[src/rtl/adder_pkg.sv]
// Shared mode encodings and the signed-overflow helper used around the
// pipelined add/subtract unit.
package adder_pkg;

   localparam logic MODE_ADD = 1'b0;
   localparam logic MODE_SUB = 1'b1;

   // Overflow when both operands share a sign that the result does not.
   function automatic logic signed_ovf(input logic a_msb, input logic b_msb, input logic s_msb);
      return (a_msb == b_msb) && (s_msb != a_msb);
   endfunction

endpackage

[src/rtl/pipelined_adder_chunk_adder.sv]
// Combinational CHUNK-bit ripple-carry adder; one instance resolves one
// pipeline stage's slice of the carry chain.
module chunk_adder #(
   parameter int CHUNK = 4
) (
   input  logic [CHUNK-1:0] a,
   input  logic [CHUNK-1:0] b,
   input  logic             cin,
   output logic [CHUNK-1:0] sum,
   output logic             cout,
   output logic             cmsb
);

   logic [CHUNK:0] carry;

   assign carry[0] = cin;

   for (genvar gi = 0; gi < CHUNK; gi++) begin : g_bit
      assign sum[gi]      = a[gi] ^ b[gi] ^ carry[gi];
      assign carry[gi+1]  = (a[gi] & b[gi]) | (carry[gi] & (a[gi] ^ b[gi]));
   end

   assign cout = carry[CHUNK];
   assign cmsb = carry[CHUNK-1];

endmodule

[src/rtl/pipelined_adder.sv]
// Pipelined add/subtract unit: the carry chain is cut into STAGES chunks,
// one chunk per clock, with a globally stalled valid/ready pipeline.
module pipelined_adder
   import adder_pkg::*;
#(
   parameter int WIDTH  = 16,
   parameter int STAGES = 4
) (
   input  logic             clk,
   input  logic             rst_n,
   input  logic             in_valid,
   output logic             in_ready,
   input  logic [WIDTH-1:0] a,
   input  logic [WIDTH-1:0] b,
   input  logic             c,
   input  logic             sub,
   output logic             out_valid,
   input  logic             out_ready,
   output logic [WIDTH-1:0] sum,
   output logic             cout,
   output logic             ovf
);

   localparam int CHUNK = WIDTH / STAGES;

   if ((STAGES < 1) || (STAGES > WIDTH) || ((WIDTH % STAGES) != 0)) begin : g_bad_params
      $error("pipelined_adder: WIDTH must be a multiple of STAGES and 1 <= STAGES <= WIDTH");
   end

   logic             advance;
   logic [WIDTH-1:0] a_prep;
   logic [WIDTH-1:0] b_prep;
   logic             cin_prep;

   // Per-stage register state. Stage k holds sum chunks 0..k, the operands
   // (only the chunks above k still matter) and the carry out of chunk k.
   logic [WIDTH-1:0] a_reg    [STAGES];
   logic [WIDTH-1:0] b_reg    [STAGES];
   logic [WIDTH-1:0] s_reg    [STAGES];
   logic             carry_reg[STAGES];
   logic             ovf_reg  [STAGES];
   logic             valid_reg[STAGES];

   logic [WIDTH-1:0] a_next    [STAGES];
   logic [WIDTH-1:0] b_next    [STAGES];
   logic [WIDTH-1:0] s_next    [STAGES];
   logic             carry_next[STAGES];
   logic             ovf_next  [STAGES];
   logic             valid_next[STAGES];

   assign advance  = !out_valid || out_ready;
   assign in_ready = advance;

   // Bubbles carry zeroed data so undriven operands never enter the pipe.
   assign a_prep   = in_valid ? a : '0;
   assign b_prep   = in_valid ? ((sub == MODE_SUB) ? ~b : b) : '0;
   assign cin_prep = in_valid && ((sub == MODE_SUB) || c);

   for (genvar gi = 0; gi < STAGES; gi++) begin : g_stage
      localparam logic [WIDTH-1:0] CHUNK_MASK = ((WIDTH'(1) << CHUNK) - WIDTH'(1)) << (gi * CHUNK);

      logic [WIDTH-1:0] a_in;
      logic [WIDTH-1:0] b_in;
      logic [WIDTH-1:0] s_in;
      logic             c_in;
      logic             v_in;
      logic [CHUNK-1:0] chunk_sum;
      logic             chunk_cout;
      logic             chunk_cmsb;

      if (gi == 0) begin : g_first
         assign a_in = a_prep;
         assign b_in = b_prep;
         assign s_in = '0;
         assign c_in = cin_prep;
         assign v_in = in_valid;
      end else begin : g_later
         assign a_in = a_reg[gi-1];
         assign b_in = b_reg[gi-1];
         assign s_in = s_reg[gi-1];
         assign c_in = carry_reg[gi-1];
         assign v_in = valid_reg[gi-1];
      end

      chunk_adder #(
         .CHUNK(CHUNK)
      ) u_chunk (
         .a    (a_in[gi*CHUNK +: CHUNK]),
         .b    (b_in[gi*CHUNK +: CHUNK]),
         .cin  (c_in),
         .sum  (chunk_sum),
         .cout (chunk_cout),
         .cmsb (chunk_cmsb)
      );

      assign a_next[gi]     = a_in;
      assign b_next[gi]     = b_in;
      assign s_next[gi]     = (s_in & ~CHUNK_MASK) | (WIDTH'(chunk_sum) << (gi * CHUNK));
      assign carry_next[gi] = chunk_cout;
      // Only the last stage's value is meaningful: its chunk holds the MSB.
      assign ovf_next[gi]   = chunk_cmsb ^ chunk_cout;
      assign valid_next[gi] = v_in;
   end

   always_ff @(posedge clk or negedge rst_n) begin
      if (!rst_n) begin
         for (int k = 0; k < STAGES; k++) begin
            a_reg[k]     <= '0;
            b_reg[k]     <= '0;
            s_reg[k]     <= '0;
            carry_reg[k] <= 1'b0;
            ovf_reg[k]   <= 1'b0;
            valid_reg[k] <= 1'b0;
         end
      end else if (advance) begin
         for (int k = 0; k < STAGES; k++) begin
            a_reg[k]     <= a_next[k];
            b_reg[k]     <= b_next[k];
            s_reg[k]     <= s_next[k];
            carry_reg[k] <= carry_next[k];
            ovf_reg[k]   <= ovf_next[k];
            valid_reg[k] <= valid_next[k];
         end
      end
   end

   assign out_valid = valid_reg[STAGES-1];
   assign sum       = s_reg[STAGES-1];
   assign cout      = carry_reg[STAGES-1];
   assign ovf       = ovf_reg[STAGES-1];

endmodule
[config.mk]
export PLATFORM = sky130hd
export DESIGN_NAME = pipelined_adder
export DESIGN_NICKNAME = d
export VERILOG_FILES = /design/src/rtl/adder_pkg.sv /design/src/rtl/pipelined_adder_chunk_adder.sv /design/src/rtl/pipelined_adder.sv
export SDC_FILE = /design/constraint.sdc
export NUM_CORES = 1
export LEC_CHECK = 0
export CORE_AREA = 2 2 105 107
export DETAILED_ROUTE_END_ITERATION = 12
export DIE_AREA = 0 0 107 109
export PLACE_DENSITY = 0.65
export REMOVE_ABC_BUFFERS = 1
export SETUP_SLACK_MARGIN = 0.3
export SYNTH_ARGS = -nofsm -noshare
export SYNTH_HDL_FRONTEND = slang
export SYNTH_SLANG_ARGS = --single-unit
export TNS_END_PERCENT = 20
[constraint.sdc]
create_clock -name clk -period 2.2 [get_ports clk]
set_clock_uncertainty 0.05 [all_clocks]
set_input_delay 0.55 -clock clk [delete_from_list [all_inputs] [get_ports clk]]
set_output_delay 0.55 -clock clk [all_outputs]
set_load 0.02 [all_outputs]
==> flow_summary.ini <==
[critical_path]
r2r-start = g_stage[1].a_in[4]
cp_max_fo = 4
timing.critical_path.from = sub
critPathKind = in2reg
required_ps = 2430
critPathLaunchType = input pin
critPathCaptureType = flip-flop
arrival_ps = 2500

[detailed_routing]
vias = 2622
drt_pass1_iterations = 4
drt_iter0_drc = 108
drtAntennaViolNets = 0
routedWlPerCell_um = 15.5
wl_mm = 8.26
drc_errors = 0
avgViaCountPerCell = 4.93

[cts]
post_cts_buffers = 0
htree_levels = 3
cts_tree = built
cts_max_path_buffers = 2
cts.sinks = 97
clk_pin_slew_ps = 90
hold_buffers = 0
cts_made_buffers = 9
insertion_delay_ps = 360
clock-root-buffer = clkbuf_8

[layout]
final_nets = 441
n_antenna_cell = 0
instances_no_fill = 532
layout-drive-gt1-share_pct = 30.9
syn_to_final_growth_pct = 23.0

[pwr]
power_leakage_uw = 0.00232
ir_worst_vdd_mv = 0.641
p_per_area_nw_per_um2 = 1170

[die]
dieArea_sq_um = 11700
core-area_sq_um = 10600
initial_utilization_pct = 40.9
die-height_um = 109
io_pins = 58
core.rowCount = 38
dieWidth_um = 107

[outcome]
status = finished, violations left
violations = negative setup slack

[placement]
portBuffers = 57
gp_congestion = 0.720
post-place-cells = 516
pre_cts_slack_ps = -1050
dp_hpwl_mm = 5.40

[global_route]
grt_max_degree = 51
track_usage_pct = 15.7
grt_pass1_wl_mm = 13.9
first_global_vias = 2730
antenna_found_initial = 0
grt_overflow_total = 0

[timing]
slew_headroom_pct = 58.8
worst_slack_ps = -62.8
fin_crit_ps = 2260
period_share_pct = 103
hold_viol = 0
worstMarginPinSlew_ps = 617
drv_slew = 0
finalSetupViolCount = 1
max_freq_mhz = 442
rsz0062_at_grt = true

[synth]
postSynthAreaPerCell_sq_um = 13.3
synth.distinct_cells = 22
yosysSeqAreaShare_pct = 55.9
syn_area_sq_um = 4340
yosysWarnings = 0
synth.area.top_cells = dfrtp_1, mux2_2, fa_1, nand3b_1, xnor2_1
synth_seq_cells = 97
yosysTopAreaCellShare_pct = 55.9
synthCells = 327
yosys.area.top_type = dfrtp_1

[job]
drv_cap = 0

[min_path]
min_path_type = in2async
-- per-stage QoR --
step | power [uW] | hold WS, ps | setup TNS [ps] | area (sq um) | util (%)
detailed placement | 5240 | 398 | -8080 | 5100 | 48.1
floorplan | 4310 | 204 | -176970 | 4230 | -
global route | 6700 | 95.7 | -212 | 5340 | 50.4
finish | 6230 | 72.5 | -62.8 | 5340 | 50.4
CTS | 6310 | 67.4 | -211 | 5310 | 50.1
global placement | 5160 | 384 | -6910 | 5100 | 48.1
-- area by class of cell --
class	count	area, sq um
inverter	22	85.1
clock inverter	3	40.0
timing repair buffer	71	666
sequential	97	2430
multi-input combinational	186	1800
tap	140	175
clock buffer	13	149
fill	967	5260
-- power breakdown --
group,switching (uW),total [uW],internal [uW]
Combinational,1080,2240,1160
Sequential,364,2860,2490
Clock,585,1140,555
-- cell families (layout without fill, tap and decap cells) --
group,after synthesis,in the layout,synth area share [%]
buffers and inverters,44,109,4.41
AO/OA/AOI/OAI,33,33,4.50
multiplexers,63,63,16.3
AND/OR/NAND/NOR,57,57,8.07
XOR/XNOR,17,17,3.43
flip-flops,97,97,55.9
adder cells (fa/ha/maj),16,16,7.38
-- worst max-delay path, cell delays in order --
cell and delay, ps:
buf_12 110, xnor2_4 180, nor2_4 50, fa_2 330, fa_2 340, fa_2 340
inv_2 60, fa_1 400, a21oi_1 130
-- metal layers --
layer	vias to the layer above	track usage, %	wire length, um
li1	1214	-	-
met1	1358	21.1	3790
met2	40	25.4	4070
met3	10	2.09	228
met4	0	7.51	169
met5	-	0	0
-- layout by cell type, fill, tap and decap left out, types with 3 or more instances in the layout --
| cell type | n |
|---|---|
| buf_2 | 3 |
| o31ai_1 | 12 |
| dfrtp_1 | 97 |
| nand2_1 | 14 |
| nor3b_1 | 11 |
| buf_4 | 13 |
| mux2_1 | 4 |
| a21oi_1 | 11 |
| fa_2 | 14 |
| mux2_2 | 57 |
| dlygate4sd2_1 | 19 |
| clkbuf_1 | 3 |
| nand3b_1 | 22 |
| o21ai_0 | 10 |
| inv_1 | 12 |
| clkbuf_8 | 10 |
| clkdlybuf4s50_1 | 29 |
| xnor2_1 | 14 |
| inv_2 | 9 |
-- worst paths after layout --
path	slack [ps]	cells past startpoint	endpoint
worst max register to register	20	8	g_stage[2].s_in[7]
worst max-delay path	-60	9	g_stage[1].s_in[3]
worst min register to register	410	1	out_valid
max in group asynchronous	1360	2	g_stage[2].b_in[11]
worst min-delay path	70	1	g_stage[1].b_in[14]
min in group clk	410	1	out_valid
-- Yosys cell counts --
cell type,count
xnor2_1,15
nor2_1,5
mux2_1,4
nand2b_1,1
inv_1,21
fa_1,16
dfrtp_1,97
clkbuf_1,11
nor3b_1,11
buf_6,2
a21oi_1,11
mux2i_1,2
mux2_2,57
o21ai_0,10
nand2_1,14
xor2_1,2
inv_2,1
nor2b_1,1
and2_1,3
nand3b_1,22
o31ai_1,12
buf_2,9
-- repair_timing --
| item | in CTS | in global routing |
|---|---|---|
| pin swaps | 11 | 11 |
| setup endpoints to repair | 35 | 71 |
| gates resized for setup | 70 | 12 |
| gates cloned | 0 | 0 |
Note: power is estimated with default switching activity, not from simulation.
